File: src/rtl/trap_arbiter_if.sv
// trap_arbiter_if: pipeline exception/interrupt inputs and CSR trap outputs of the trap arbiter
interface trap_arbiter_if;
  logic        stall_mmu;
  logic        if_exc_v;
  logic [3:0]  if_exc_cause;
  logic [31:0] if_pc;
  logic [31:0] if_va;
  logic        id_exc_v;
  logic [3:0]  id_exc_cause;
  logic [31:0] id_pc;
  logic [31:0] id_inst;
  logic        mem_exc_v;
  logic [3:0]  mem_exc_cause;
  logic [31:0] mem_pc;
  logic [31:0] mem_va;
  logic        mem_valid;
  logic        msip;
  logic        mtip;
  logic        meip;
  logic [31:0] mie;
  logic        mstatus_mie;
  logic [1:0]  priv;
  logic        xret_redirect;
  logic        csr_branch_signal;
  logic        trap_valid;
  logic [4:0]  trap_id;
  logic [31:0] trap_pc;
  logic [31:0] trap_inst;
  logic [31:0] trap_va_imem;
  logic [31:0] trap_va_dmem;
  logic        flush_req;
  logic        busy;
  logic        err_timeout;
  modport master (
    input  stall_mmu, if_exc_v, if_exc_cause, if_pc, if_va, id_exc_v, id_exc_cause, id_pc, id_inst,
           mem_exc_v, mem_exc_cause, mem_pc, mem_va, mem_valid, msip, mtip, meip, mie, mstatus_mie,
           priv, xret_redirect, csr_branch_signal,
    output trap_valid, trap_id, trap_pc, trap_inst, trap_va_imem, trap_va_dmem, flush_req, busy,
           err_timeout
  );
  modport slave (
    output stall_mmu, if_exc_v, if_exc_cause, if_pc, if_va, id_exc_v, id_exc_cause, id_pc, id_inst,
           mem_exc_v, mem_exc_cause, mem_pc, mem_va, mem_valid, msip, mtip, meip, mie, mstatus_mie,
           priv, xret_redirect, csr_branch_signal,
    input  trap_valid, trap_id, trap_pc, trap_inst, trap_va_imem, trap_va_dmem, flush_req, busy,
           err_timeout
  );
endinterface

File: src/rtl/trap_arbiter.sv
// trap_arbiter: picks one trap per cycle and sequences flush, single-cycle commit and redirect wait
module trap_arbiter #(
  parameter int INT_HOLDOFF  = 2,
  parameter int HOLD_TIMEOUT = 255
) (
  input logic clk,
  input logic rst,
  trap_arbiter_if.master bus
);
  localparam int HW = INT_HOLDOFF > 0 ? $clog2(INT_HOLDOFF + 1) : 1;
  localparam int TW = HOLD_TIMEOUT > 1 ? $clog2(HOLD_TIMEOUT + 1) : 1;
  typedef enum logic [1:0] {IDLE, HOLD, COMMIT, WAIT} state_t;
  state_t state, state_nxt;
  logic [HW-1:0] holdoff;
  logic [TW-1:0] tcnt;
  logic mei, msi, mti, int_en, int_take, win;
  logic [4:0] w_id;
  logic [31:0] w_pc, w_inst, w_va_imem, w_va_dmem;
  logic unused_mie;
  assign unused_mie = ^{bus.mie[31:12], bus.mie[10:8], bus.mie[6:4], bus.mie[2:0]};
  // an xret in the same cycle masks interrupts so the returning code makes progress
  always_comb begin
    mei = bus.meip & bus.mie[11];
    msi = bus.msip & bus.mie[3];
    mti = bus.mtip & bus.mie[7];
    int_en = (bus.priv != 2'd3 || bus.mstatus_mie) && holdoff == '0 && !bus.xret_redirect;
    int_take = int_en && bus.mem_valid && (mei || msi || mti);
    win = bus.mem_exc_v || int_take || bus.id_exc_v || bus.if_exc_v;
    w_id = bus.mem_exc_v ? {1'b0, bus.mem_exc_cause} :
           int_take      ? {1'b1, mei ? 4'd11 : msi ? 4'd3 : 4'd7} :
           bus.id_exc_v  ? {1'b0, bus.id_exc_cause} : {1'b0, bus.if_exc_cause};
    w_pc = (bus.mem_exc_v || int_take) ? bus.mem_pc : bus.id_exc_v ? bus.id_pc : bus.if_pc;
    w_inst = (!bus.mem_exc_v && !int_take && bus.id_exc_v) ? bus.id_inst : '0;
    w_va_imem = (!bus.mem_exc_v && !int_take && !bus.id_exc_v) ? bus.if_va : '0;
    w_va_dmem = bus.mem_exc_v ? bus.mem_va : '0;
  end
  always_comb begin
    state_nxt = state;
    case (state)
      IDLE:    state_nxt = !win ? IDLE : bus.stall_mmu ? HOLD : COMMIT;
      HOLD:    state_nxt = bus.stall_mmu ? HOLD : COMMIT;
      COMMIT:  state_nxt = WAIT;
      default: state_nxt = bus.csr_branch_signal ? IDLE : WAIT;
    endcase
  end
  assign bus.trap_valid = state == COMMIT;
  assign bus.flush_req = state != IDLE;
  assign bus.busy = state != IDLE;
  always_ff @(posedge clk) begin
    if (rst) begin
      state <= IDLE;
      holdoff <= '0;
      tcnt <= '0;
      bus.err_timeout <= 1'b0;
      bus.trap_id <= '0;
      bus.trap_pc <= '0;
      bus.trap_inst <= '0;
      bus.trap_va_imem <= '0;
      bus.trap_va_dmem <= '0;
    end else begin
      state <= state_nxt;
      holdoff <= bus.xret_redirect ? HW'(INT_HOLDOFF) : holdoff != '0 ? holdoff - 1'b1 : holdoff;
      tcnt <= state != HOLD ? '0 : tcnt == TW'(HOLD_TIMEOUT) ? tcnt : tcnt + 1'b1;
      if (state == HOLD && tcnt == TW'(HOLD_TIMEOUT - 1)) bus.err_timeout <= 1'b1;
      if (state == IDLE && win) begin
        bus.trap_id <= w_id;
        bus.trap_pc <= w_pc;
        bus.trap_inst <= w_inst;
        bus.trap_va_imem <= w_va_imem;
        bus.trap_va_dmem <= w_va_dmem;
      end
    end
  end
endmodule

File: src/flat_wrapper.sv
// flat-port wrapper written by rule: the top's interface ports become plain ports
module trap_arbiter_flat 
#(
  parameter int INT_HOLDOFF  = 2,
  parameter int HOLD_TIMEOUT = 255
)
  (clk, rst, bus_stall_mmu, bus_if_exc_v, bus_if_exc_cause, bus_if_pc, bus_if_va, bus_id_exc_v, bus_id_exc_cause, bus_id_pc, bus_id_inst, bus_mem_exc_v, bus_mem_exc_cause, bus_mem_pc, bus_mem_va, bus_mem_valid, bus_msip, bus_mtip, bus_meip, bus_mie, bus_mstatus_mie, bus_priv, bus_xret_redirect, bus_csr_branch_signal, bus_trap_valid, bus_trap_id, bus_trap_pc, bus_trap_inst, bus_trap_va_imem, bus_trap_va_dmem, bus_flush_req, bus_busy, bus_err_timeout);
  trap_arbiter_if bus_i ();
  input logic clk;
  input logic rst;
  input wire logic [$bits(bus_i.stall_mmu)-1:0] bus_stall_mmu;
  input wire logic [$bits(bus_i.if_exc_v)-1:0] bus_if_exc_v;
  input wire logic [$bits(bus_i.if_exc_cause)-1:0] bus_if_exc_cause;
  input wire logic [$bits(bus_i.if_pc)-1:0] bus_if_pc;
  input wire logic [$bits(bus_i.if_va)-1:0] bus_if_va;
  input wire logic [$bits(bus_i.id_exc_v)-1:0] bus_id_exc_v;
  input wire logic [$bits(bus_i.id_exc_cause)-1:0] bus_id_exc_cause;
  input wire logic [$bits(bus_i.id_pc)-1:0] bus_id_pc;
  input wire logic [$bits(bus_i.id_inst)-1:0] bus_id_inst;
  input wire logic [$bits(bus_i.mem_exc_v)-1:0] bus_mem_exc_v;
  input wire logic [$bits(bus_i.mem_exc_cause)-1:0] bus_mem_exc_cause;
  input wire logic [$bits(bus_i.mem_pc)-1:0] bus_mem_pc;
  input wire logic [$bits(bus_i.mem_va)-1:0] bus_mem_va;
  input wire logic [$bits(bus_i.mem_valid)-1:0] bus_mem_valid;
  input wire logic [$bits(bus_i.msip)-1:0] bus_msip;
  input wire logic [$bits(bus_i.mtip)-1:0] bus_mtip;
  input wire logic [$bits(bus_i.meip)-1:0] bus_meip;
  input wire logic [$bits(bus_i.mie)-1:0] bus_mie;
  input wire logic [$bits(bus_i.mstatus_mie)-1:0] bus_mstatus_mie;
  input wire logic [$bits(bus_i.priv)-1:0] bus_priv;
  input wire logic [$bits(bus_i.xret_redirect)-1:0] bus_xret_redirect;
  input wire logic [$bits(bus_i.csr_branch_signal)-1:0] bus_csr_branch_signal;
  output wire logic [$bits(bus_i.trap_valid)-1:0] bus_trap_valid;
  output wire logic [$bits(bus_i.trap_id)-1:0] bus_trap_id;
  output wire logic [$bits(bus_i.trap_pc)-1:0] bus_trap_pc;
  output wire logic [$bits(bus_i.trap_inst)-1:0] bus_trap_inst;
  output wire logic [$bits(bus_i.trap_va_imem)-1:0] bus_trap_va_imem;
  output wire logic [$bits(bus_i.trap_va_dmem)-1:0] bus_trap_va_dmem;
  output wire logic [$bits(bus_i.flush_req)-1:0] bus_flush_req;
  output wire logic [$bits(bus_i.busy)-1:0] bus_busy;
  output wire logic [$bits(bus_i.err_timeout)-1:0] bus_err_timeout;
  assign bus_i.stall_mmu = bus_stall_mmu;
  assign bus_i.if_exc_v = bus_if_exc_v;
  assign bus_i.if_exc_cause = bus_if_exc_cause;
  assign bus_i.if_pc = bus_if_pc;
  assign bus_i.if_va = bus_if_va;
  assign bus_i.id_exc_v = bus_id_exc_v;
  assign bus_i.id_exc_cause = bus_id_exc_cause;
  assign bus_i.id_pc = bus_id_pc;
  assign bus_i.id_inst = bus_id_inst;
  assign bus_i.mem_exc_v = bus_mem_exc_v;
  assign bus_i.mem_exc_cause = bus_mem_exc_cause;
  assign bus_i.mem_pc = bus_mem_pc;
  assign bus_i.mem_va = bus_mem_va;
  assign bus_i.mem_valid = bus_mem_valid;
  assign bus_i.msip = bus_msip;
  assign bus_i.mtip = bus_mtip;
  assign bus_i.meip = bus_meip;
  assign bus_i.mie = bus_mie;
  assign bus_i.mstatus_mie = bus_mstatus_mie;
  assign bus_i.priv = bus_priv;
  assign bus_i.xret_redirect = bus_xret_redirect;
  assign bus_i.csr_branch_signal = bus_csr_branch_signal;
  assign bus_trap_valid = bus_i.trap_valid;
  assign bus_trap_id = bus_i.trap_id;
  assign bus_trap_pc = bus_i.trap_pc;
  assign bus_trap_inst = bus_i.trap_inst;
  assign bus_trap_va_imem = bus_i.trap_va_imem;
  assign bus_trap_va_dmem = bus_i.trap_va_dmem;
  assign bus_flush_req = bus_i.flush_req;
  assign bus_busy = bus_i.busy;
  assign bus_err_timeout = bus_i.err_timeout;
  trap_arbiter #(.INT_HOLDOFF(INT_HOLDOFF), .HOLD_TIMEOUT(HOLD_TIMEOUT)) u_core (.clk(clk), .rst(rst), .bus(bus_i));
endmodule
File: config.mk
export PLATFORM = sky130hd
export DESIGN_NAME = trap_arbiter_flat
export DESIGN_NICKNAME = d
export VERILOG_FILES = /design/src/rtl/trap_arbiter_if.sv /design/src/rtl/trap_arbiter.sv /design/src/flat_wrapper.sv
export SDC_FILE = /design/constraint.sdc
export NUM_CORES = 1
export LEC_CHECK = 0
export CAP_MARGIN = 20
export CORE_AREA = 2 2 149 151
export DETAILED_ROUTE_END_ITERATION = 10
export DIE_AREA = 0 0 151 153
export GPL_ROUTABILITY_DRIVEN = 0
export GPL_TIMING_DRIVEN = 0
export PLACE_DENSITY = 0.7
export SYNTH_ARGS = -nofsm -noshare
export SYNTH_HDL_FRONTEND = slang
export SYNTH_SLANG_ARGS = --single-unit
File: constraint.sdc
create_clock -name clk -period 2.4 [get_ports clk]
set_input_delay 0.48 -clock clk [delete_from_list [all_inputs] [get_ports clk]]
set_output_delay 0.48 -clock clk [all_outputs]
set_load 0.02 [all_outputs]
Word-level counts from Yosys, hierarchy flattened
Index checks and enable logic that the tools add are counted.
- memories: 0
- memory bits (writable): 0
- ROM bits: 0
- latch bits: 0
- input port bits: 251
- word-level logic and storage cells: 63
- register bits after elaboration: 146
- multipliers: 0
- bitwise logic cells: 3
- shift-type cells: 0
- $add $sub $neg: 2
- $lt $le $gt $ge: 0
- equal/unequal tests: 6
- muxes and demuxes: 16
- divide/modulo/power cells: 0
- reductions and logical operators: 26
- operators by type and width (operator ; number):
    32-bit 2-to-1 mux ; 5
    8-bit == test, second input constant ; 2
    2-bit 2-to-1 mux ; 5
    5-bit 2-to-1 mux ; 2
    1-bit logical AND ; 9
    8-bit by 1-bit adder with 8-bit output, second input constant ; 1
    4-bit 2-to-1 mux ; 2
    1-bit logical OR ; 6
    2-bit one-hot mux with 3 select lines ; 1
    2-bit nonzero test ; 3
    1-bit zero test ; 4
    2-bit zero test ; 2
    2-bit OR reduction ; 2
    1-bit bitwise AND ; 3
    3-bit 2-to-1 mux ; 1
    2-bit by 1-bit == test with 1-bit output, second input constant ; 1
    2-bit == test, second input constant ; 1
    2-bit by 1-bit != test with 1-bit output, second input constant ; 1
    2-bit != test, second input constant ; 1
    2-bit by 1-bit subtractor with 2-bit output, second input constant ; 1

Logic depth before layout (Yosys ltp)
- depth in word-level cells: 11
- gate-level depth with buffers: 7
- depth with buffers taken out: 5

Least setup slack after synthesis
No wires, ideal clock.
- kind: input port to flip-flop
- from: input bus_xret_redirect
- to: register u_core.bus.trap_va_imem[1]
- path slack: 0.252 ns
- required time: 2.284 ns
- cell stages on the path: 7
- path buffers: 3
- arrival: 2.032 ns
- library setup time: 0.116 ns
- cell sequence: or4b_4 buf_6 o31ai_2 buf_6 nor3_4 buf_6 a31o_2
- word-level cells in the longest chain between the ends: 8
- elaborated cells between the ends (all ways): 12
- those cells by class: mux (1); reduce/logical (11)
- RTL lines (what ; RTL line ; source):
    from (decl) ; flat_wrapper.sv:31 ; input wire logic [$bits(bus_i.xret_redirect)-1:0] bus_xret_redirect;
    1-bit zero test (*) ; trap_arbiter.sv:26 ; int_en = (bus.priv != 2'd3 || bus.mstatus_mie) && holdoff == '0 && !bus.xret_redirect;
    1-bit logical AND (*) ; trap_arbiter.sv:26 ;
    1-bit logical AND (*) (2 in series) ; trap_arbiter.sv:27 ; int_take = int_en && bus.mem_valid && (mei || msi || mti);
    1-bit zero test or 1-bit logical OR (tied branches) ; trap_arbiter.sv:34, trap_arbiter.sv:28 ;
    1-bit logical AND or 1-bit logical OR (tied branches) (2 in series) ; trap_arbiter.sv:34, trap_arbiter.sv:28 ;
    32-bit 2-to-1 mux or 1-bit logical AND (tied branches) ; trap_arbiter.sv:34, trap_arbiter.sv:65 ;
    to (signal assigned) ; trap_arbiter.sv:69 ; bus.trap_va_imem <= w_va_imem;
    to (decl) ; trap_arbiter_if.sv:38 ; output trap_valid, trap_id, trap_pc, trap_inst, trap_va_imem, trap_va_dmem, flush_req, busy,
Every way passes the cells marked *; elsewhere a longest branch is shown, timed or not.
A chain may end at the register's enable or synchronous reset.

Worst setup path after layout
- from: input bus_xret_redirect
- to: register u_core.bus.trap_va_imem[13]
Same word-level chain as after synthesis.

==> impl_metrics.yaml <==
sta:
  max_clock_freq_ghz: 0.422
  setup_viol: 0
  slew_headroom_pct: 49.6
  fin_ws_ps: 29.7
  finalClockSkew_ps: 11.1
  setup_tns_ps: 0
  period_needed_ps: 2370
  slew_violations: 0
  worstMarginPinSlew_ps: 755
  period_share_pct: 98.8
  hold_viol: 0
critical_path:
  path_class: "in2reg"
  worstPathArrival_ps: 2740
  worstSetupEndpointType: "flop"
  worstRegToRegCells: 6
  r2r_end: "u_core.bus.trap_va_imem[13]"
  r2r_slack_ps: 170
  r2r_start: "u_core.holdoff[0]"
  start_kind: "input port"
  required_ps: 2770
  crit_fanout: 10
placed_design:
  pre_cts_ws_ps: -752
  port_buffers: 354
  dp_hpwl_um: 20100
  dp_cells: 1372
  placed_cell_area_sq_um: 10900
die:
  die_h_um: 153
  die_w_um: 151
  start_util_pct: 32.5
  io_pins: 388
  core_sq_um: 21500
  num_rows: 54
  die-area_sq_um: 23100
power_and_ir_drop:
  peakVddDrop_mv: 0.443
  p_leak_nw: 4.22
  power_density_nw_per_um2: 610
cts:
  htree_levels: 4
  cts_buffers: 17
  cts_hold_buf: 0
  clk_latency_ps: 420
  cts_tree: "yes"
  cts_buffer_depth: 2
  clkSinkCount: 146
  cts-root-buf: "clkbuf_16"
  clk_pin_slew_ps: 70
route:
  wl_um: 26600
  drc: 0
  avgViaCountPerCell: 5.03
  antenna_left: 0
  wire_per_inst_um: 18.8
  drtIter0Drc: 285
  vias: 7098
  dr.pass1.iters: 4
logic_synthesis:
  seq_area_frac_synth_pct: 41.8
  synth_nets: 991
  async_flop_share_pct: 0
  synth_top_cell_by_area: "dfxtp_1"
  synth.top_cells.by_area: "dfxtp_1 (42%), nand2b_1 (8.4%), a21oi_1 (7.7%), a31o_2 (5.3%), o32ai_2 (4.2%)"
  yosysWarnings: 0
  synth_edf_count: 0
  ys_ff_latch: 146
  ys_types: 57
  ys.flop_type: "dfxtp_1"
  syn_avg_cell_area_sq_um: 9.47
  syn_area_sq_um: 6990
  netlist.area_leader.share_pct: 41.8
  synthCells: 738
cells_and_area:
  final_area_sq_um: 11600
  fillCellCount: 2013
  drive_gt1_share_pct: 14.7
  area_growth_pct: 65.6
  final_core_util_pct: 53.9
  instances_no_fill: 1411
  nNetsFinal: 1370
global_route:
  grt_start_max_net_pins: 17
  antenna_found_initial: 1
  grt_usage_pct: 22.5
  overflow: 0
  grt_pass1_vias: 7110
  grt_pass1_wl_um: 40500
flow_run:
  drv_cap: 0
hold_path:
  hold_start: "bus_mem_exc_v"
  hp-class: "in2reg"
  min_to: "u_core.bus.trap_id[4]"
  whs_path_depth: 4
run_status:
  status: "completed"
## stage by stage
| step | hold slack (ps) | power, mW |
|---|---|---|
| floorplan | 422 | 3.49 |
| global placement | 436 | 4.35 |
| detailed placement | 457 | 4.36 |
| CTS | 422 | 7.13 |
| global route | 463 | 7.36 |
| finish | 448 | 7.06 |
## final cells by class
cell class | instances | area (sq um) | share of cell area, %
antenna | 1 | 2.50 | 0.0216
buffer | 81 | 587 | 5.07
clock buffer | 18 | 439 | 3.79
clock inverter | 14 | 161 | 1.39
inverter | 6 | 26.3 | 0.227
multi-input combinational | 505 | 3500 | 30.2
sequential | 146 | 2920 | 25.3
tap | 280 | 350 | 3.03
timing repair buffer | 360 | 3590 | 31.0
## state kept, by name (all words and copies together), names as in the netlist
register / flops
u_core.state: 2
u_core.bus.err_timeout: 1
u_core.bus.trap_va_dmem: 32
u_core.bus.trap_id: 5
u_core.bus.trap_va_imem: 32
u_core.bus.trap_pc: 32
u_core.bus.trap_inst: 32
u_core.tcnt: 8
u_core.holdoff: 2
## layer usage
| layer | track usage [%] | vias up | share of wire, % |
|---|---|---|---|
| met1 | 27.2 | 3341 | 41 |
| li1 | - | 3479 | - |
| met2 | 37.8 | 250 | 48 |
| met4 | 5.96 | 0 | 1.7 |
| met5 | 0 | - | 0 |
| met3 | 8.21 | 28 | 9.3 |
## placed cells by master, fill, tap and decap left out, types with 14 or more instances in the layout
master / Yosys / final
a31o_2: 42 / 42
clkbuf_1: 34 / 33
nor2_1: 39 / 38
o32ai_2: 18 / 18
clkbuf_16: 0 / 17
dfxtp_1: 146 / 146
a21oi_1: 107 / 106
buf_2: 20 / 16
nand2b_1: 94 / 94
nand2_1: 39 / 39
a211oi_1: 34 / 34
a22o_1: 33 / 33
clkdlybuf4s50_1: 0 / 352
a31o_1: 22 / 22
o32ai_1: 14 / 14
## cell families after synthesis
| logic type | after synthesis | share of synthesized area, % |
|---|---|---|
| XOR/XNOR | 3 | 0.376 |
| multiplexers | 4 | 0.608 |
| adder cells (fa/ha/maj) | 2 | 0.358 |
| AO/OA/AOI/OAI | 293 | 32.2 |
| AND/OR/NAND/NOR | 203 | 16.1 |
| buffers and inverters | 87 | 8.54 |
| flip-flops | 146 | 41.8 |
## how the worst max path moves through the flow
stage	depth (start not counted)	slack (ps)	to	from
after detailed placement	6	-750	u_core.bus.trap_va_dmem[18]	bus_msip
after global routing	7	-0.2	u_core.bus.trap_inst[25]	bus_xret_redirect
after floorplan	7	250	u_core.bus.trap_va_imem[1]	bus_xret_redirect
final	7	30	u_core.bus.trap_va_imem[13]	bus_xret_redirect
after CTS	8	20	u_core.bus.trap_pc[3]	bus_xret_redirect
after global placement	6	-750	u_core.bus.trap_va_dmem[18]	bus_msip
## cell usage after synthesis (2+ instances only)
cell / number
a31o_1: 22
a21oi_1: 107
buf_4: 3
inv_1: 6
buf_6: 5
o31a_2: 2
nor2b_1: 2
o32ai_2: 18
dfxtp_1: 146
mux2_2: 2
clkbuf_8: 12
ha_1: 2
nor3_1: 5
nand2b_1: 94
a31o_2: 42
and3_1: 2
mux2i_1: 2
a31oi_1: 4
nor2_1: 39
or2b_2: 4
o32ai_1: 14
a22o_1: 33
and2_1: 2
buf_12: 3
a211oi_1: 34
buf_2: 20
xor2_1: 2
o2111ai_1: 2
clkbuf_1: 34
or4_1: 2
nand3_1: 4
nand2_1: 39
o21ai_0: 6
## power by group
group	switching, mW	internal [mW]
registers	0.0842	2.57
logic	0.802	0.876
clock network	1.22	1.52
total	2.10	4.96
## critical path, stage by stage
cell and delay (ps):
clkdlybuf4s50_1 450, or4b_4 500, buf_6 150, o31a_2 410, nor2_8 250, buf_2 290
a31o_2 190
## timing repair
item / CTS / global route
setup buffers: 6 / 0
gates resized for setup: 8 / 9
setup endpoints to repair: 131 / 56
pin swaps: 3 / 0
(Power assumes the default switching activity.)
